## src/rtl/fpu_operand_loader.sv

```systemverilog
`default_nettype none
// ============================================================================
// Module      : fpu_operand_loader
// Description : Byte-serial loader for a combinational FPU adder. Assembles
//               two 32-bit operands from an 8-byte frame, waits a settle
//               time, then streams the 32-bit result back out as 4 bytes.
// Revision    : 1.0 - initial release
// ============================================================================
module fpu_operand_loader #(
    parameter int SETTLE_CYCLES  = 2,
    parameter int TIMEOUT_CYCLES = 1000000
) (
    input  logic        clk,
    input  logic        rst_n,
    input  logic [7:0]  rx_data,
    input  logic        rx_valid,
    output logic [31:0] op_a,
    output logic [31:0] op_b,
    input  logic [31:0] fpu_result,
    output logic [31:0] result_q,
    output logic [7:0]  tx_data,
    output logic        tx_valid,
    input  logic        tx_ready,
    output logic        busy,
    output logic        frame_err
);

    localparam int c_idle_w   = $clog2(TIMEOUT_CYCLES + 1);
    localparam int c_settle_w = (SETTLE_CYCLES > 1) ? $clog2(SETTLE_CYCLES) : 1;

    localparam logic [c_idle_w-1:0]   c_idle_last   = c_idle_w'(TIMEOUT_CYCLES - 1);
    localparam logic [c_settle_w-1:0] c_settle_last = c_settle_w'(SETTLE_CYCLES - 1);

    typedef enum logic [1:0] {
        ST_RECV   = 2'd0,
        ST_SETTLE = 2'd1,
        ST_TX     = 2'd2
    } state_t;

    state_t                r_state;
    state_t                w_state_next;

    logic [2:0]            r_byte_cnt;
    logic [55:0]           r_shift;      // first 7 bytes; the 8th comes straight from rx_data
    logic [c_idle_w-1:0]   r_idle;
    logic [c_settle_w-1:0] r_settle;
    logic [1:0]            r_tx_idx;

    logic                  w_accept;
    logic                  w_frame_done;
    logic                  w_timeout;
    logic                  w_settle_done;
    logic                  w_tx_xfer;
    logic                  w_tx_last;
    logic [7:0]            w_next_byte;

    // ------------------------------------------------------------------
    // State register
    // ------------------------------------------------------------------
    always_ff @(posedge clk or negedge rst_n) begin
        if (!rst_n) begin
            r_state <= ST_RECV;
        end else begin
            r_state <= w_state_next;
        end
    end

    // ------------------------------------------------------------------
    // Next-state and control strobes
    // ------------------------------------------------------------------
    always_comb begin
        w_state_next  = r_state;
        w_accept      = 1'b0;
        w_frame_done  = 1'b0;
        w_timeout     = 1'b0;
        w_settle_done = 1'b0;
        w_tx_xfer     = 1'b0;
        w_tx_last     = 1'b0;
        case (r_state)
            ST_RECV: begin
                if (rx_valid) begin
                    // A byte arriving on the limit cycle wins over the timeout
                    w_accept = 1'b1;
                    if (r_byte_cnt == 3'd7) begin
                        w_frame_done = 1'b1;
                        w_state_next = ST_SETTLE;
                    end
                end else if ((r_byte_cnt != 3'd0) && (r_idle == c_idle_last)) begin
                    w_timeout = 1'b1;
                end
            end
            ST_SETTLE: begin
                if (r_settle == c_settle_last) begin
                    w_settle_done = 1'b1;
                    w_state_next  = ST_TX;
                end
            end
            ST_TX: begin
                if (tx_valid && tx_ready) begin
                    w_tx_xfer = 1'b1;
                    if (r_tx_idx == 2'd3) begin
                        w_tx_last    = 1'b1;
                        w_state_next = ST_RECV;
                    end
                end
            end
            default: begin
                w_state_next = ST_RECV;
            end
        endcase
    end

    always_comb begin
        w_next_byte = result_q[31:24];
        case (r_tx_idx)
            2'd0:    w_next_byte = result_q[23:16];
            2'd1:    w_next_byte = result_q[15:8];
            2'd2:    w_next_byte = result_q[7:0];
            default: w_next_byte = result_q[31:24];
        endcase
    end

    // ------------------------------------------------------------------
    // Receive path
    // ------------------------------------------------------------------
    always_ff @(posedge clk or negedge rst_n) begin
        if (!rst_n) begin
            r_byte_cnt <= 3'd0;
            r_shift    <= 56'd0;
            r_idle     <= '0;
            op_a       <= 32'd0;
            op_b       <= 32'd0;
            frame_err  <= 1'b0;
        end else begin
            frame_err <= w_timeout;

            if (w_frame_done) begin
                r_byte_cnt <= 3'd0;
                r_shift    <= 56'd0;
                op_a       <= r_shift[55:24];
                op_b       <= {r_shift[23:0], rx_data};
            end else if (w_accept) begin
                r_byte_cnt <= r_byte_cnt + 3'd1;
                r_shift    <= {r_shift[47:0], rx_data};
            end else if (w_timeout) begin
                r_byte_cnt <= 3'd0;
                r_shift    <= 56'd0;
            end

            if (w_accept || w_timeout || (r_byte_cnt == 3'd0) || (r_state != ST_RECV)) begin
                r_idle <= '0;
            end else begin
                r_idle <= r_idle + 1'b1;
            end
        end
    end

    // ------------------------------------------------------------------
    // Settle, capture and transmit path
    // ------------------------------------------------------------------
    always_ff @(posedge clk or negedge rst_n) begin
        if (!rst_n) begin
            r_settle <= '0;
            r_tx_idx <= 2'd0;
            result_q <= 32'd0;
            tx_data  <= 8'd0;
            tx_valid <= 1'b0;
            busy     <= 1'b0;
        end else begin
            busy <= (w_state_next != ST_RECV);

            if (w_frame_done) begin
                r_settle <= '0;
            end else if (r_state == ST_SETTLE) begin
                r_settle <= r_settle + 1'b1;
            end

            if (w_settle_done) begin
                result_q <= fpu_result;
                tx_data  <= fpu_result[31:24];
                tx_valid <= 1'b1;
                r_tx_idx <= 2'd0;
            end else if (w_tx_last) begin
                tx_valid <= 1'b0;
            end else if (w_tx_xfer) begin
                tx_data  <= w_next_byte;
                r_tx_idx <= r_tx_idx + 2'd1;
            end
        end
    end

endmodule
`default_nettype wire

```

## config.mk

```make
export PLATFORM = sky130hd
export DESIGN_NAME = fpu_operand_loader
export DESIGN_NICKNAME = d
export VERILOG_FILES = /design/src/rtl/fpu_operand_loader.sv
export SDC_FILE = /design/constraint.sdc
export NUM_CORES = 1
export LEC_CHECK = 0
export CORE_ASPECT_RATIO = 0.8
export CORE_MARGIN = 4
export CORE_UTILIZATION = 44
export DETAILED_ROUTE_END_ITERATION = 8
export PLACE_DENSITY = 0.72
export SYNTH_ARGS = -nofsm -noshare
export SYNTH_HDL_FRONTEND = slang
export SYNTH_SLANG_ARGS = --single-unit
export TNS_END_PERCENT = 50
```

## constraint.sdc

```tcl
create_clock -name clk -period 1.8 [get_ports clk]
set_input_delay 0.27 -clock clk [delete_from_list [all_inputs] [get_ports clk]]
set_output_delay 0.27 -clock clk [all_outputs]
set_load 0.01 [all_outputs]
```

======== Word-level counts from Yosys, hierarchy flattened ========
Index checks and enable logic that the tools add are counted.
storage, ports and cells
  register bits ........................... 191
  bits of input ports ..................... 44
  output and inout bits ................... 107
cells by class
  $add $sub $neg .......................... 4
  eq/ne operators ......................... 8
  mux-type cells .......................... 39
  reduce and logical (&&, ||, !) cells .... 16
operators by type and width
  cell                                            count
  2-to-1 mux 56 bit                               3
  2-to-1 mux 8 bit                                3
  one-hot mux 8 bit (3 select lines)              1
  adder 20 x 1 -> 20 bit (second input constant)  1
  == test 20 bit (second input constant)          1
  2-to-1 mux 20 bit                               1
  2-to-1 mux 1 bit                                19
  2-to-1 mux 2 bit                                8
  nonzero test 2 bit                              5
  2-to-1 mux 3 bit                                3
  == test 2 bit (second input constant)           3
  one-hot mux 2 bit (3 select lines)              1
  nonzero test 3 bit                              2
  == test 2 x 1 -> 1 bit (second input constant)  2
  logical NOT 2 bit                               2
  adder 3 x 1 -> 3 bit (second input constant)    1
  == test 3 bit (second input constant)           1
  logical NOT 3 bit                               1
  logical OR 1 bit                                3
  adder 2 x 1 -> 2 bit (second input constant)    1
  logical AND 1 bit                               2
  inequality test 2 bit (second input constant)   1
  AND reduction 2 bit                             1
  adder 1 bit (second input constant)             1

======== Depth between registers and ports, before layout ========
  depth after elaboration ................. 9
  mapped depth ............................ 8
  mapped depth without buffers ............ 6

======== Least setup slack after synthesis ========
OpenSTA, ideal clock, no wires.
  path type ............................... register -> register
  start point ............................. register r_byte_cnt[0]
  end point ............................... register op_a[0]
  library setup time ...................... 0.125 ns
  data arrival time ....................... 1.683 ns
  path slack .............................. -0.008 ns
  stages on the path, launching flop included .. 8
  path buffers ............................ 3
  cells stage by stage .................... dfrtp_1 -> ha_1 -> ha_1 -> clkbuf_1 -> and3_1 -> buf_2 -> buf_2 -> mux2_2
on the way
  word-level cells in the longest chain between the ends .. 4
RTL lines
  item                    line  RTL
  start, declared         43    logic [2:0] r_byte_cnt;
  start signal, assigned  143   r_byte_cnt <= r_byte_cnt + 3'd1;
  == test 3 bit           84    if (r_byte_cnt == 3'd7) begin
  2-to-1 mux 1 bit        84
  2-to-1 mux 1 bit        81    if (rx_valid) begin
  2-to-1 mux 1 bit        79    case (r_state)
  end signal, assigned    140   op_a <= r_shift[55:24];
  end, declared           17    output logic [31:0] op_a,
Every way passes these cells.
A chain may end at the register's enable or synchronous reset.

======== Worst setup path after layout ========
  start point ............................. register r_idle[6]
  end point ............................... register r_idle[19]
on the way
  word-level cells in the longest chain between the ends .. 9
RTL lines
  item                           line  RTL
  start, declared                45    logic [c_idle_w-1:0] r_idle;
  start signal, assigned         153   r_idle <= r_idle + 1'b1;
  == test 20 bit                 88    end else if ((r_byte_cnt != 3'd0) && (r_idle == c_idle_last)) begin
  logical AND 1 bit              88
  2-to-1 mux 1 bit               88
  2-to-1 mux 1 bit               81
  2-to-1 mux 1 bit               79
  logical OR 1 bit (3 in a row)  150   if (w_accept || w_timeout || (r_byte_cnt == 3'd0) || (r_state != ST_RECV)) begin
  2-to-1 mux 20 bit *            150
Mark *: on every way between the ends. The rest lies on a longest branch, timed or not.

==> results by group <==
Finish
  – Layout area overhead: 33.7%
  – Final Non-Filler Cells: 1,145
  – Ratio of cells with drive above 1 in the final layout: 16.8%
  – Fin area: 10,800 sq um
  – N_diodes: 0
  – Final nets: 954

Floorplanning
  – Die Area: 20,700 sq um
  – Number of cell rows: 44
  – Core area: 18,100 sq um
  – Die X: 160 microns
  – Die Ht: 129 microns
  – Initial Util: 44.7%
  – I/O pins: 151

Synthesis
  – #FFs+latches synth: 191
  – Synth top area share: 59.0%
  – Largest cells by area after synthesis: dfrtp_1 59%, mux2_2 8.9%, nand2_1 5.3%
  – Yosys cell types: 45
  – Syn_nets: 798
  – Register area share after synthesis: 59.0%
  – Mean Syn Cell Area: 10.9 sq um
  – Cells after Synth: 746
  – Top-count cell post-synth: dfrtp_1
  – Ys async rst share: 100%
  – Post-synth EDFFs: 0
  – Ys Warns: 0
  – Post-synth top cells: 191 x dfrtp_1, 115 x nand2_1, 85 x nor2_1, 64 x mux2_2, 62 x a21oi_1
  – Cell taking the most area after synthesis: dfrtp_1
  – Ys flop type: dfrtp_1
  – Mapped Area: 8100 sq um

Worst setup path
  – CP max FO: 8
  – Worst EP required: 2150 ps
  – R2R setup slack: 50 ps
  – WP data arrival: 2100 ps
  – Reg-to-Reg End: r_idle[19]
  – CP Launch Type: flop
  – Worst setup path start: r_idle[6]
  – Kind of end point of the critical path: flop
  – FF-to-FF path depth: 4
  – Setup CP Type: flop to flop
  – Worst r2r src: r_idle[6]
  – Setup crit end: r_idle[19]

Pwr
  – Power per cell area: 1650 nW/um^2
  – Pleak: 4.85 nW
  – Sw Pwr: 5.99 mW
  – Clock Power Share: 21.9%
  – Combinational Power Share: 37.8%
  – Sw Share: 33.5%
  – Sequential share of power: 40.3%
  – Pint: 11.9 mW
  – Maximum vdd drop: 0.863 mV

Timing
  – Hold Fails Final Rpt: 0
  – Slew headroom: 71.4%
  – Worst Max-Slew Pin Slew: 429 ps
  – Worst Skew: 9.32 ps
  – Minimum clock period: 1750 ps
  – Final setup vio count: 0
  – Final Max Slew Viols: 0
  – RSZ-0062 raised after global routing: yes
  – Final setup margin: 53.3 ps
  – Final Cycle Share: 97.0%
  – Hold Slack: 339 ps
  – F_max: 573 MHz

Hold path
  – HP Class: input port to async pin

Place
  – Dpl cell area: 10,100 sq um
  – Cell total after placement: 1,111
  – Global placer's final weighted congestion: 0.827
  – Final HPWL DP: 13.0 mm
  – Port Buffers: 150
  – Dpl ws: -230 ps

Route
  – WL/cell: 17.0 microns
  – Detail Route Antenna Nets: 0
  – DR DRC count: 0
  – Via Count: 6,176
  – Drt pass-1 iters: 7
  – First DRT Iteration DRCs: 467
  – Vias per Instance: 5.39
  – DRT Wirelength: 19.4 mm

GRT
  – First-pass GRT wire length: 31.9 mm
  – Global route total overflow: 0
  – Pin count of the biggest net entering global routing: 60
  – Initial antenna violation count: 0
  – Vias in the first global route: 6,190
  – GRT Resource Usage Total: 18.9%

Clock tree
  – Worst-path clk slew: 70 ps
  – Max H-tree Level: 4
  – CTS tree: yes
  – CTS Buffer Depth: 2
  – Total setup buffers inserted after CTS: 0
  – Skew-Pair Late Insertion Delay: 430 ps
  – Root Driver: clkbuf_16
  – CTS buffer count: 17
  – Sinks on Clock Net: 191

Job
  – Max-cap violations: 0

Status
  – Outcome: finished clean
[repair_timing]
item	in CTS	in global routing
pin swaps	0	4
setup endpoints to repair	80	123
hold endpoints to repair	39	0
gates resized for setup	1	11
cloned	0	1
hold buffers	1	0
[cell usage in the layout, fill, tap and decap left out, types with 7 or more instances in the layout]
cell type and instances:
o21ai_0 7, nand4_1 9, o211ai_1 8, a222oi_1 8, buf_4 25, mux2_2 64
nand2_1 114, clkbuf_16 18, a31oi_1 8, nor3b_1 57, xnor2_1 7, nand3_1 13
nor2_1 85, xor2_1 8, buf_12 13, a21oi_1 62, dfrtp_1 190, clkdlybuf4s50_1 149
[worst max-delay path: stages, from the launching register on]
cell	delay [ps]
dfrtp_1	420
nand4_1	180
or3_4	450
or4_4	490
a21oi_2	140
[how the worst min path moves through the flow]
stage	startpoint	to	slack [ps]	cells past startpoint
3_3_place_gp	rst_n	op_b[18]	250	1
3_5_place_dp	rst_n	op_b[12]	250	1
4_1_cts	rst_n	op_b[12]	350	2
5_1_grt	fpu_result[2]	result_q[2]	350	3
2_1_floorplan	rst_n	busy	-30	0
6_report	rst_n	op_b[18]	340	2
[registers in the layout (all words and copies together) (netlist names)]
name and cells:
busy 1, frame_err 1, op_a 32, op_b 32, r_byte_cnt 3, r_idle 20, r_settle 1, r_shift 56
r_state 2, r_tx_idx 2, result_q 32, tx_data 8, tx_valid 1
[power groups by stage]
stage | clock network [mW] | logic [mW] | registers, mW
4_1_cts | 3.97 | 6.75 | 7.20
2_1_floorplan | 0 | 2.99 | 7.40
6_report | 3.90 | 6.75 | 7.20
3_3_place_gp | 0 | 6.55 | 7.23
5_1_grt | 4.15 | 7.41 | 7.43
3_5_place_dp | 0 | 6.70 | 7.27
[cell type report]
type	instances	area, sq um
fill	1480	7280
sequential	191	4780
multi-input combinational	494	3120
timing repair buffer	191	2000
clock buffer	20	467
tap	230	288
clock inverter	12	145
inverter	7	26.3
[cells by family (layout without fill, tap and decap cells)]
family / count (synthesis) / count (layout) / synth area share (%)
DFF: 191 / 191 / 59.0
and+or+nand+nor: 307 / 307 / 18.7
xor gates and xnor gates: 15 / 15 / 1.62
AOI/OAI and AO/OA: 100 / 100 / 7.32
adders and majority gates: 8 / 8 / 1.24
muxes: 64 / 64 / 8.90
buffers and inverters: 61 / 230 / 3.23
[through the flow]
stage                     power (mW)  util, %  setup TNS, ps
final                           17.9     59.8              0
after global routing            19.0     59.8          -21.1
after CTS                       17.9     59.4              0
after detailed placement        14.0     55.9         -17070
after global placement          13.8     55.9         -12350
after floorplan                 10.4        -           -355
[layer usage]
layer / GRT usage [%] / up-vias / share of wire, % / wire (microns)
met2: 28.9 / 140 / 46 / 8860
met5: 0 / - / 0 / 0
li1: - / 2889 / - / -
met3: 4.36 / 27 / 4.9 / 960
met4: 6.28 / 0 / 2.2 / 427
met1: 27.0 / 3120 / 47 / 9190
Power figures use the tool's default switching activity.
